===== config.mk =====
export PLATFORM = sky130hd
export DESIGN_NAME = tx_gearbox
export DESIGN_NICKNAME = d
export VERILOG_FILES = /design/src/rtl/gearbox_pkg.sv /design/src/rtl/gearbox_seq_ctr.sv /design/src/rtl/tx_gearbox.sv
export SDC_FILE = /design/constraint.sdc
export NUM_CORES = 1
export LEC_CHECK = 0
export CORE_AREA = 2 2 162 164
export CTS_BUF_LIST = sky130_fd_sc_hd__clkbuf_16
export DETAILED_ROUTE_END_ITERATION = 12
export DIE_AREA = 0 0 164 166
export PLACE_DENSITY_LB_ADDON = 0.25
export SYNTH_ARGS = -nofsm -noshare
export SYNTH_HDL_FRONTEND = slang
export SYNTH_SLANG_ARGS = --single-unit

===== constraint.sdc =====
create_clock -name i_clk -period 2.55 [get_ports i_clk]
set_clock_uncertainty 0.1 [all_clocks]
set_input_delay 0.51 -clock i_clk [delete_from_list [all_inputs] [get_ports i_clk]]
set_output_delay 0.51 -clock i_clk [all_outputs]
set_load 0.02 [all_outputs]

===== src/rtl/gearbox_pkg.sv =====
// Shared constants and period/pause helpers for the 64b/66b transmit gearbox.
package gearbox_pkg;

  localparam int BLOCK_WIDTH = 66;
  localparam int HDR_WIDTH   = 2;

  // Word phase within a 66-bit block when the PMA word is 32 bits wide.
  typedef enum logic {
    PH_FIRST,
    PH_SECOND
  } phase_e;

  // Output words per sequence period: 32 blocks of 66 bits spread over DATA_WIDTH-bit words.
  function automatic int period(input int data_width);
    return 2112 / data_width;
  endfunction

  // Words per period in which upstream is paused so the buffered header bits can drain.
  function automatic int pause(input int data_width);
    return 64 / data_width;
  endfunction

endpackage


===== src/rtl/gearbox_seq_ctr.sv =====
// Wrapping gearbox sequence counter with pause decode and upstream ready generation.
module gearbox_seq_ctr
  import gearbox_pkg::*;
#(
  parameter int DATA_WIDTH = 32
) (
  input  logic       clk,
  input  logic       reset,
  input  logic       valid,
  output logic       ready,
  output logic       accept,
  output logic       advance,
  output logic       wrap,
  output logic [6:0] seq
);

  localparam int PERIOD = period(DATA_WIDTH);
  localparam int PAUSE  = pause(DATA_WIDTH);
  localparam logic [6:0] LAST        = 7'(PERIOD - 1);
  localparam logic [6:0] PAUSE_START = 7'(PERIOD - PAUSE);

  logic pausing;

  // Handshake: a word transfers on a cycle where valid && ready; ready never depends on valid.
  always_comb begin
    pausing = (seq >= PAUSE_START);
    ready   = !reset && !pausing;
    accept  = valid && ready;
    advance = accept || (!reset && pausing);
    wrap    = advance && (seq == LAST);
  end

  always_ff @(posedge clk) begin
    if (reset) begin
      seq <= '0;
    end else if (advance) begin
      seq <= wrap ? '0 : seq + 7'd1;
    end
  end

endmodule


===== src/rtl/tx_gearbox.sv =====
// 66-bit block to DATA_WIDTH-bit PMA word gearbox; holds the bit buffer, occupancy and word phase.
module tx_gearbox #(
  parameter int DATA_WIDTH = 32,
  parameter int HDR_WIDTH  = 2
) (
  input  logic                  i_clk,
  input  logic                  i_reset,
  input  logic [DATA_WIDTH-1:0] i_data,
  input  logic [HDR_WIDTH-1:0]  i_hdr,
  input  logic                  i_valid,
  output logic                  o_ready,
  output logic [DATA_WIDTH-1:0] o_data,
  output logic                  o_valid,
  output logic [6:0]            o_seq
);
  import gearbox_pkg::*;

  localparam int BUF_W    = DATA_WIDTH + BLOCK_WIDTH - HDR_WIDTH;
  localparam int OCC_W    = $clog2(BUF_W + 1);
  localparam bit TWO_WORD = (DATA_WIDTH == 32);
  localparam logic [OCC_W-1:0] FIRST_LEN  = OCC_W'(DATA_WIDTH + HDR_WIDTH);
  localparam logic [OCC_W-1:0] SECOND_LEN = OCC_W'(32);
  localparam logic [OCC_W-1:0] WORD_LEN   = OCC_W'(DATA_WIDTH);

  if ((DATA_WIDTH != 32 && DATA_WIDTH != 64) || HDR_WIDTH != 2) begin : g_bad_cfg
    $error("tx_gearbox: DATA_WIDTH must be 32 or 64 and HDR_WIDTH must be 2");
  end

  logic [BUF_W-1:0] bit_buf_q;
  logic [BUF_W-1:0] in_bits;
  logic [BUF_W-1:0] merged;
  logic [OCC_W-1:0] occ_q;
  logic [OCC_W-1:0] in_len;
  logic [OCC_W-1:0] merged_occ;
  logic [OCC_W-1:0] occ_next;
  phase_e           phase_q;
  logic             accept;
  logic             advance;
  logic             wrap;
  logic             first;

  gearbox_seq_ctr #(
    .DATA_WIDTH(DATA_WIDTH)
  ) u_seq_ctr (
    .clk    (i_clk),
    .reset  (i_reset),
    .valid  (i_valid),
    .ready  (o_ready),
    .accept (accept),
    .advance(advance),
    .wrap   (wrap),
    .seq    (o_seq)
  );

  assign first = !TWO_WORD || (phase_q == PH_FIRST);

  // New bits land just above the oldest unsent bits; the low DATA_WIDTH bits go out.
  always_comb begin
    in_bits = '0;
    in_len  = '0;
    if (accept) begin
      if (first) begin
        in_bits = BUF_W'({i_data, i_hdr});
        in_len  = FIRST_LEN;
      end else begin
        in_bits = BUF_W'(i_data);
        in_len  = SECOND_LEN;
      end
    end
    merged     = bit_buf_q | (in_bits << occ_q);
    merged_occ = occ_q + in_len;
    occ_next   = merged_occ - WORD_LEN;
  end

  always_ff @(posedge i_clk) begin
    if (i_reset) begin
      bit_buf_q <= '0;
      occ_q     <= '0;
      phase_q   <= PH_FIRST;
      o_data    <= '0;
      o_valid   <= 1'b0;
    end else begin
      o_valid <= advance;
      if (advance) begin
        bit_buf_q <= merged >> DATA_WIDTH;
        occ_q     <= occ_next;
        o_data    <= merged[DATA_WIDTH-1:0];
      end
      if (accept && TWO_WORD) begin
        phase_q <= (phase_q == PH_FIRST) ? PH_SECOND : PH_FIRST;
      end
    end
  end

  // 32 blocks fill exactly one period of words, so the buffer must be empty at every wrap.
  always_ff @(posedge i_clk) begin
    if (!i_reset && wrap) begin
      assert (occ_next == '0);
    end
  end

endmodule


# == Word-level counts from Yosys, hierarchy flattened ==
# Index checks and enable logic that the tools add are counted.
# totals
input_bits,37
output_inout_bits,41
word_cells,26
ff_bits,112
# classes
n_eq_ne,1
bitwise_logic,1
add_sub_neg,3
shift,1
magnitude_cmp,1
n_reduce_logical,7
n_mux,6
# op_table
cell,count
96-bit 2-to-1 mux,1
64-bit by 96-bit OR with 96-bit output,1
96-bit by 7-bit left shift with 96-bit output,1
34-bit 2-to-1 mux,1
7-bit 2-to-1 mux,2
7-bit by 1-bit adder with 7-bit output (second input constant),1
7-bit adder,1
7-bit equality test (second input constant),1
7-bit greater-or-equal comparator (second input constant),1
7-bit by 6-bit subtractor with 7-bit output (second input constant),1
1-bit logical AND,4
1-bit zero test,2
2-bit 2-to-1 mux,1
1-bit logical OR,1
1-bit 2-to-1 mux,1

# == Longest topological paths before layout ==
# Gate-level depths: netlist of the first run.
# logic_depth
ltp_word,7
ltp_mapped,13
mapped_depth_nobuf,11

# == Hierarchy ==
# From an unflattened synthesis of the first run, not the netlist that was laid out.
# unflattened
hier_cells,960
hier_area_um2,7531.0
# modules_own_cells
module,n_inst,area_per_inst_um2,seq_area_each_um2,cells_each
tx_gearbox,1,7144.4,2082.0,915
gearbox_seq_ctr,1,386.6,140.1,45

# == Least setup slack after synthesis of the first run ==
# No wires, ideal clock.
# synth_path
path_kind,input -> register
from,in i_reset
to,reg occ_q[6]
required_ns,2.379
slack_ns,-0.182
cell_stages,13
arrival_time_ns,2.562
n_path_buf,2
setup_ns,0.071
path_cell_list,clkbuf_1 nor3b_1 inv_1 clkbuf_1 nor2_1 ha_1 ha_1 ha_1 nand2_1 nor2_1 xnor2_1 or3_1 a21oi_1
# synth_between
elab_chain_cells,6
elab_cells_between_ends,8
cone_classes,add/sub: 2; mux: 1; reduce/logical: 5
# synth_lines
item,line,rtl
"start, declared",tx_gearbox.sv:7,"input logic i_reset,"
1-bit zero test,"gearbox_seq_ctr.sv:27, gearbox_seq_ctr.sv:29",
1-bit logical AND,gearbox_seq_ctr.sv:27,ready = !reset && !pausing;
1-bit logical AND,gearbox_seq_ctr.sv:28,accept = valid && ready;
7-bit 2-to-1 mux,tx_gearbox.sv:61,if (accept) begin
7-bit adder,tx_gearbox.sv:71,merged_occ = occ_q + in_len;
7-bit by 6-bit subtractor with 7-bit output,tx_gearbox.sv:72,occ_next = merged_occ - WORD_LEN;
"end signal, assigned",tx_gearbox.sv:86,occ_q <= occ_next;
"end, declared",tx_gearbox.sv:32,logic [OCC_W-1:0] occ_q;
# Parallel ways exist; a longest one is shown, timed or not.
# A chain may end at the register's enable or synchronous reset.

# == Worst setup path in the final report of the first run ==
# layout_path
from,in i_data[17]
to,reg o_data[19]
# layout_between
elab_chain_cells,4
# layout_lines
item,line,rtl
"start, declared",tx_gearbox.sv:8,"input logic [DATA_WIDTH-1:0] i_data,"
34-bit 2-to-1 mux,tx_gearbox.sv:62,if (first) begin
96-bit 2-to-1 mux,tx_gearbox.sv:61,
96-bit by 7-bit left shift with 96-bit output,tx_gearbox.sv:70,merged = bit_buf_q | (in_bits << occ_q);
64-bit by 96-bit OR with 96-bit output,tx_gearbox.sv:70,
"end signal, assigned",tx_gearbox.sv:87,o_data <= merged[DATA_WIDTH-1:0];
"end, declared",tx_gearbox.sv:12,"output logic [DATA_WIDTH-1:0] o_data,"
# Every way passes these cells.

==> results of run 1 <==
power by group:
part           total (mW)  internal (mW)  switching, mW
Clock                1.35          0.658          0.690
Sequential           1.90           1.84         0.0660
Combinational        1.48          0.703          0.777
Total                4.73           3.20           1.53
area by class of cell:
| class | count | area [um2] | share of cell area [%] |
|---|---|---|---|
| clock inverter | 6 | 40.0 | 0.373 |
| inverter | 14 | 52.6 | 0.489 |
| multi-input combinational | 681 | 5190 | 48.3 |
| clock buffer | 9 | 225 | 2.10 |
| sequential | 111 | 2230 | 20.7 |
| timing repair buffer | 289 | 2580 | 24.1 |
| tap | 335 | 419 | 3.90 |
how the worst max path moves through the flow:
stage,to,cells past startpoint,slack [ns],startpoint
finish,o_data[19]$_SDFFE_PP0P_,8,0.03,i_data[17]
global route,bit_buf_q[51]$_SDFFE_PP0P_,8,-0.06,occ_q[1]$_SDFFE_PP0P_
CTS,o_data[27]$_SDFFE_PP0P_,9,0.006,i_data[9]
detailed placement,bit_buf_q[8]$_SDFFE_PP0P_,8,-0.61,i_data[22]
global placement,bit_buf_q[8]$_SDFFE_PP0P_,8,-0.59,i_data[22]
floorplan,occ_q[6]$_SDFFE_PP0P_,13,0.004,i_reset
sequential cells by signal (all words and copies together) (netlist names):
signal         count
occ_q              6
phase_q            1
u_seq_ctr.seq      7
o_data            32
bit_buf_q         64
o_valid            1
what timing repair did:
action | 4_1_cts | 5_1_grt
pin swaps | 0 | 15
buffers inserted | 0 | 5
hold endpoints to repair | 0 | 0
cloned | 0 | 1
gates resized for setup | 20 | 59
endpoints found under the setup margin | 23 | 49
layer usage:
metal  GRT usage (%)  vias to the layer above  routed length [um]
li1                -                     3834                   -
met3            2.47                       43                1740
met4            6.83                        0                 874
met5               0                        -                   0
met2            32.3                      313               13000
met1            31.4                     3826               13700
layout by cell type, fill, tap and decap left out, types with 8 or more instances in the layout:
master,netlist,layout
o21ai_1,9,9
mux2i_2,2,8
nor2_1,111,108
a211oi_2,0,9
nand4_1,9,9
clkdlybuf4s50_1,0,67
mux2_2,14,10
a211oi_1,42,33
inv_1,11,12
dfxtp_1,111,108
mux4_2,33,35
buf_12,1,12
clkbuf_16,0,10
a22oi_1,16,14
dlymetal6s2s_1,0,9
nand3_1,13,13
mux2i_1,57,49
a21oi_1,39,39
o21ai_0,54,53
buf_4,2,191
o22ai_1,16,15
a311oi_1,13,12
nand2_1,71,70
nor3_1,49,48
worst max-delay path: stages:
cell	delay (ns)
clkdlybuf4s50_1	0.48
mux4_2	0.51
mux2_4	0.32
a32oi_4	0.22
o22ai_1	0.12
buf_4	0.18
a211oi_2	0.22
nor3_1	0.07
cell families (layout without fill, tap and decap cells):
group	count (synthesis)	after routing	synth area share, %
mux	108	108	20.5
compound gates	269	269	24.9
flops	111	111	29.4
buf+inv	95	318	5.71
xor+xnor	9	9	1.04
simple gates	289	289	17.5
fa+ha+maj	6	6	0.992
==> run_results.csv, run 1 <==
group,metric,value,unit
outcome,run_status,"completed",
global_routing,grt_pass1_wl,45100,um
clock_network,clk_latency,0.36,ns
placed_design,place.gp.congestion,0.935,
cells_and_area,nets,1149,
run,max_cap_viol_count,0,
timing,timing.hold.ws,0.368,ns
die,core.rowCount,59,
worst_hold_path,min_to,"bit_buf_q[58]$_SDFFE_PP0P_",
placed_design,place_hpwl,21900,um
pwr,peakVddDrop,0.328,mV
cells_and_area,diodes,0,
setup_path,cp-start-kind,"input pin",
synth,yosys.area.top_type,"dfxtp_1",
die,core-area,25600,um2
route,antenna_left,0,
synth,avgSynthCellArea,8.53,um2
route,wl_per_cell,20.3,um
placed_design,place_area,10100,um2
global_routing,grt_start_max_net_pins,69,
timing,setup_ws,0.0326,ns
setup_path,worst-r2r-cell-count,8,
cells_and_area,final_area,10700,um2
die,num_io_pins,78,
route,vias,8016,
die,die_h,166,um
global_routing,antenna_found_initial,0,
clock_network,holdBufCountCts,0,
clock_network,cts_max_level,3,
timing,period_share,98.7,%
timing,clock.fmax,397,MHz
setup_path,reg2reg_from,"occ_q[1]$_SDFFE_PP0P_",
setup_path,crit_type,"in -> reg",
cells_and_area,final_cells,1445,
pwr,power_leakage,4.13,nW
synth,synth-edff-count,0,
timing,worstMarginPinSlew,0.664,ns
route,drc,0,
timing,final-max-slew-violation-count,0,
die,start_util,29.5,%
die,die_w,164,um
synth,synth_area_leaders,"dfxtp_1, mux4_2, mux2i_1",
setup_path,worst-path-max-fanout,5,
timing,fin_crit,2.52,ns
synth,ys_top_cells_by_count,"dfxtp_1, nor2_1, nand2_1",
setup_path,endpoint_kind,"flop",
setup_path,rrSetupSlack,0.04,ns
synth,ys_warn_count,0,
pwr,totalPowerFinal,4.73,mW
clock_network,cts.sinks,111,
placed_design,portBuffers,77,
clock_network,cts_buffers,9,
synth,synthFlopType,"dfxtp_1",
synth,syn_inst,887,
cells_and_area,drive_gt1_share,30.5,%
synth,yosysTopAreaCellShare,29.4,%
route,vias_per_cell,5.55,
cells_and_area,fin_util,41.9,%
global_routing,grt_usage,21.3,%
setup_path,rr_endpoint,"o_data[19]$_SDFFE_PP0P_",
cells_and_area,area_growth,42.0,%
setup_path,worstPathRequired,2.66,ns
worst_hold_path,holdPathStages,2,
synth,yosysUniqueCellTypes,71,
placed_design,place_ws,-0.614,ns
synth,yosysSeqAreaShare,29.4,%
pwr,power_density,440,nW/um2
setup_path,arrival,2.63,ns
cells_and_area,n_fill_cell,2539,
synth,ys_ff_latch,111,
route,dr.pass1.iters,8,
clock_network,path_clk_slew,0.07,ns
timing,slew-limit-headroom,55.7,%
worst_hold_path,worstHoldPathType,"reg -> reg",
global_routing,grt_pass1_vias,7468,
timing,final.setup.tns,0,ns
placed_design,dp_cells,1424,
route,wirelength,29300,um
route,drtIter0Drc,710,
synth,syn-cell-area,7560,um2
timing,finalHoldViolCount,0,
clock_network,clockBufferDepth,2,
clock_network,clockRootBuffer,"clkbuf_16",
timing,rsz0062_at_grt,"yes",
synth,async_reset_ff_share,0,%
die,die_area,27200,um2
timing,setup_viol,0,
synth,synthesis.nets,930,
clock_network,cts_tree,"yes",
worst_hold_path,min-delay-start,"bit_buf_q[58]$_SDFFE_PP0P_",
global_routing,grt_overflow,0,
(Power assumes the default switching activity.)
==> run 2: changes to the inputs <==
- SLEW_MARGIN: not set -> 20
==> results of run 2 <==
Final layout, timing and power as in run 1 (identical DEF).
==> run 3: changes to the inputs <==
- SETUP_SLACK_MARGIN: not set -> 0.5
==> run 3 against run 2 <==
Compared with the run above: hold slack improved by 0.028 ns; flip-flop and latch count did not move; largest cell class unchanged; highest routed layer unchanged; total power rose by 10%; non-clock buffer count rose by 37; wire length rose by 8.3%.
==> run_results.csv, run 3 (synthesized netlist as in run 1, its figures left out) <==
group,metric,value,unit
route,vias,8494,
setup_path,rr_endpoint,"bit_buf_q[56]$_SDFFE_PP0P_",
pwr,totalPowerFinal,5.21,mW
clock_network,clockRootBuffer,"clkbuf_16",
run,max_cap_viol_count,0,
timing,final.setup.tns,0,ns
cells_and_area,diodes,0,
timing,final-max-slew-violation-count,0,
timing,period_share,99.9,%
setup_path,reg2reg_from,"occ_q[1]$_SDFFE_PP0P_",
die,core-area,25600,um2
timing,rsz0062_at_grt,"yes",
pwr,peakVddDrop,0.330,mV
die,die_h,166,um
timing,slew-limit-headroom,53.9,%
clock_network,cts_max_level,3,
setup_path,endpoint_kind,"flop",
die,die_w,164,um
setup_path,crit_type,"reg -> reg",
cells_and_area,fin_util,49.2,%
timing,timing.hold.ws,0.395,ns
die,core.rowCount,59,
route,antenna_left,0,
worst_hold_path,min-delay-start,"o_data[13]$_SDFFE_PP0P_",
cells_and_area,drive_gt1_share,46.3,%
placed_design,place_area,10200,um2
die,die_area,27200,um2
global_routing,antenna_found_initial,0,
timing,setup_viol,0,
cells_and_area,nets,1186,
setup_path,worstPathCellList,"buf_12 -> buf_12 -> mux4_2 -> mux4_2 -> a22o_1 -> a222oi_1 -> inv_1",
cells_and_area,largest_reg_flops,64,
worst_hold_path,holdPathStages,2,
placed_design,place_hpwl,21800,um
route,vias_per_cell,5.73,
pwr,power_density,414,nW/um2
placed_design,dp_cells,1393,
global_routing,grt_start_max_net_pins,51,
placed_design,place.gp.congestion,0.906,
clock_network,cts.sinks,111,
outcome,run_status,"completed",
placed_design,place_ws,-0.495,ns
cells_and_area,area_growth,66.6,%
cells_and_area,final_area,12600,um2
setup_path,arrival,2.71,ns
cells_and_area,largestRegisters,"bit_buf_q x64, o_data x32, u_seq_ctr.seq x7",
clock_network,cts_tree,"yes",
setup_path,worstPathRequired,2.71,ns
route,wirelength,31700,um
global_routing,grt_pass1_wl,47700,um
die,start_util,29.5,%
timing,finalHoldViolCount,0,
die,num_io_pins,78,
clock_network,cts_buffers,9,
setup_path,crit_slowest_cell,"mux4_2",
route,drc,0,
route,drtIter0Drc,851,
timing,setup_ws,0.00133,ns
clock_network,holdBufCountCts,0,
setup_path,cp-start-kind,"flop",
cells_and_area,n_fill_cell,2339,
placed_design,portBuffers,77,
setup_path,cp_top_family,"multiplexers",
worst_hold_path,worstHoldPathType,"reg -> reg",
timing,fin_crit,2.55,ns
setup_path,worst-r2r-cell-count,7,
clock_network,path_clk_slew,0.09,ns
setup_path,slowest_delay,0.55,ns
timing,clock.fmax,392,MHz
cells_and_area,final_cells,1483,
setup_path,rrSetupSlack,0.001,ns
setup_path,worst-path-max-fanout,6,
worst_hold_path,min_to,"o_data[13]$_SDFFE_PP0P_",
clock_network,clockBufferDepth,2,
global_routing,grt_usage,22.5,%
route,dr.pass1.iters,7,
setup_path,worst-path-buf-inv,3,
cells_and_area,most-common-layout-cells,"buf_4, dfxtp_1, nor2_1",
clock_network,clk_latency,0.37,ns
route,wl_per_cell,21.4,um
cells_and_area,largest-register,"bit_buf_q",
global_routing,grt_overflow,0,
timing,worstMarginPinSlew,0.691,ns
global_routing,grt_pass1_vias,7875,
pwr,power_leakage,4.73,nW
cells_and_area,layout_commonest_cell,"buf_4",
run 3: cell count changes in the layout (fill, tap and decap cells not counted), sizes merged, moves of 2 or more:
cell / delta
inv: +2
dlymetal6s2s: -4
bufbuf: +2
buf: +36
dlygate4sd2: +25
clkdlybuf4s50: -22
run 3: power by group:
part	internal (mW)	total [mW]	switching (mW)
logic	0.888	1.84	0.952
clock network	0.698	1.46	0.761
registers	1.84	1.91	0.0771
run 3: worst max path at each step:
stage                           from                    endpoint  slack, ns  cells past startpoint
2_1_floorplan                i_reset       occ_q[6]$_SDFFE_PP0P_        0.1                     13
3_3_place_gp              i_data[22]   bit_buf_q[8]$_SDFFE_PP0P_      -0.58                      7
3_5_place_dp              i_data[18]   bit_buf_q[8]$_SDFFE_PP0P_      -0.50                      7
4_1_cts        occ_q[1]$_SDFFE_PP0P_     o_data[17]$_SDFFE_PP0P_       0.07                      8
5_1_grt        occ_q[1]$_SDFFE_PP0P_  bit_buf_q[56]$_SDFFE_PP0P_      -0.03                      7
6_report       occ_q[1]$_SDFFE_PP0P_  bit_buf_q[56]$_SDFFE_PP0P_      0.001                      7
run 3: what timing repair did:
action / in CTS / in global routing
cloned: 5 / 0
buffers inserted: 32 / 37
endpoints found under the setup margin: 106 / 104
gates resized for setup: 147 / 174
pin swaps: 43 / 85
run 3: cell type report:
cell class / instances / area, um2 / area share [%]
Clock buffer: 9 / 225 / 1.79
Multi-Input combinational cell: 681 / 6380 / 50.7
Inverter: 14 / 52.6 / 0.417
Timing Repair Buffer: 326 / 3210 / 25.4
Clock inverter: 7 / 72.6 / 0.576
Sequential cell: 111 / 2240 / 17.8
Tap cell: 335 / 419 / 3.33
run 3: worst min-delay path: stages, from the launching register on:
cell	delay (ns)
dfxtp_1	0.32
nor2_1	0.09
nor3_1	0.05
run 3: per-layer routing:
metal	routed length [um]	up-vias	GRT usage, %	share of wire [%]
li1	-	3901	-	-
met1	14100	4171	33.2	45
met2	14800	377	34.6	47
met3	1940	45	2.35	6.1
met4	812	0	6.33	2.6
met5	0	-	0	0
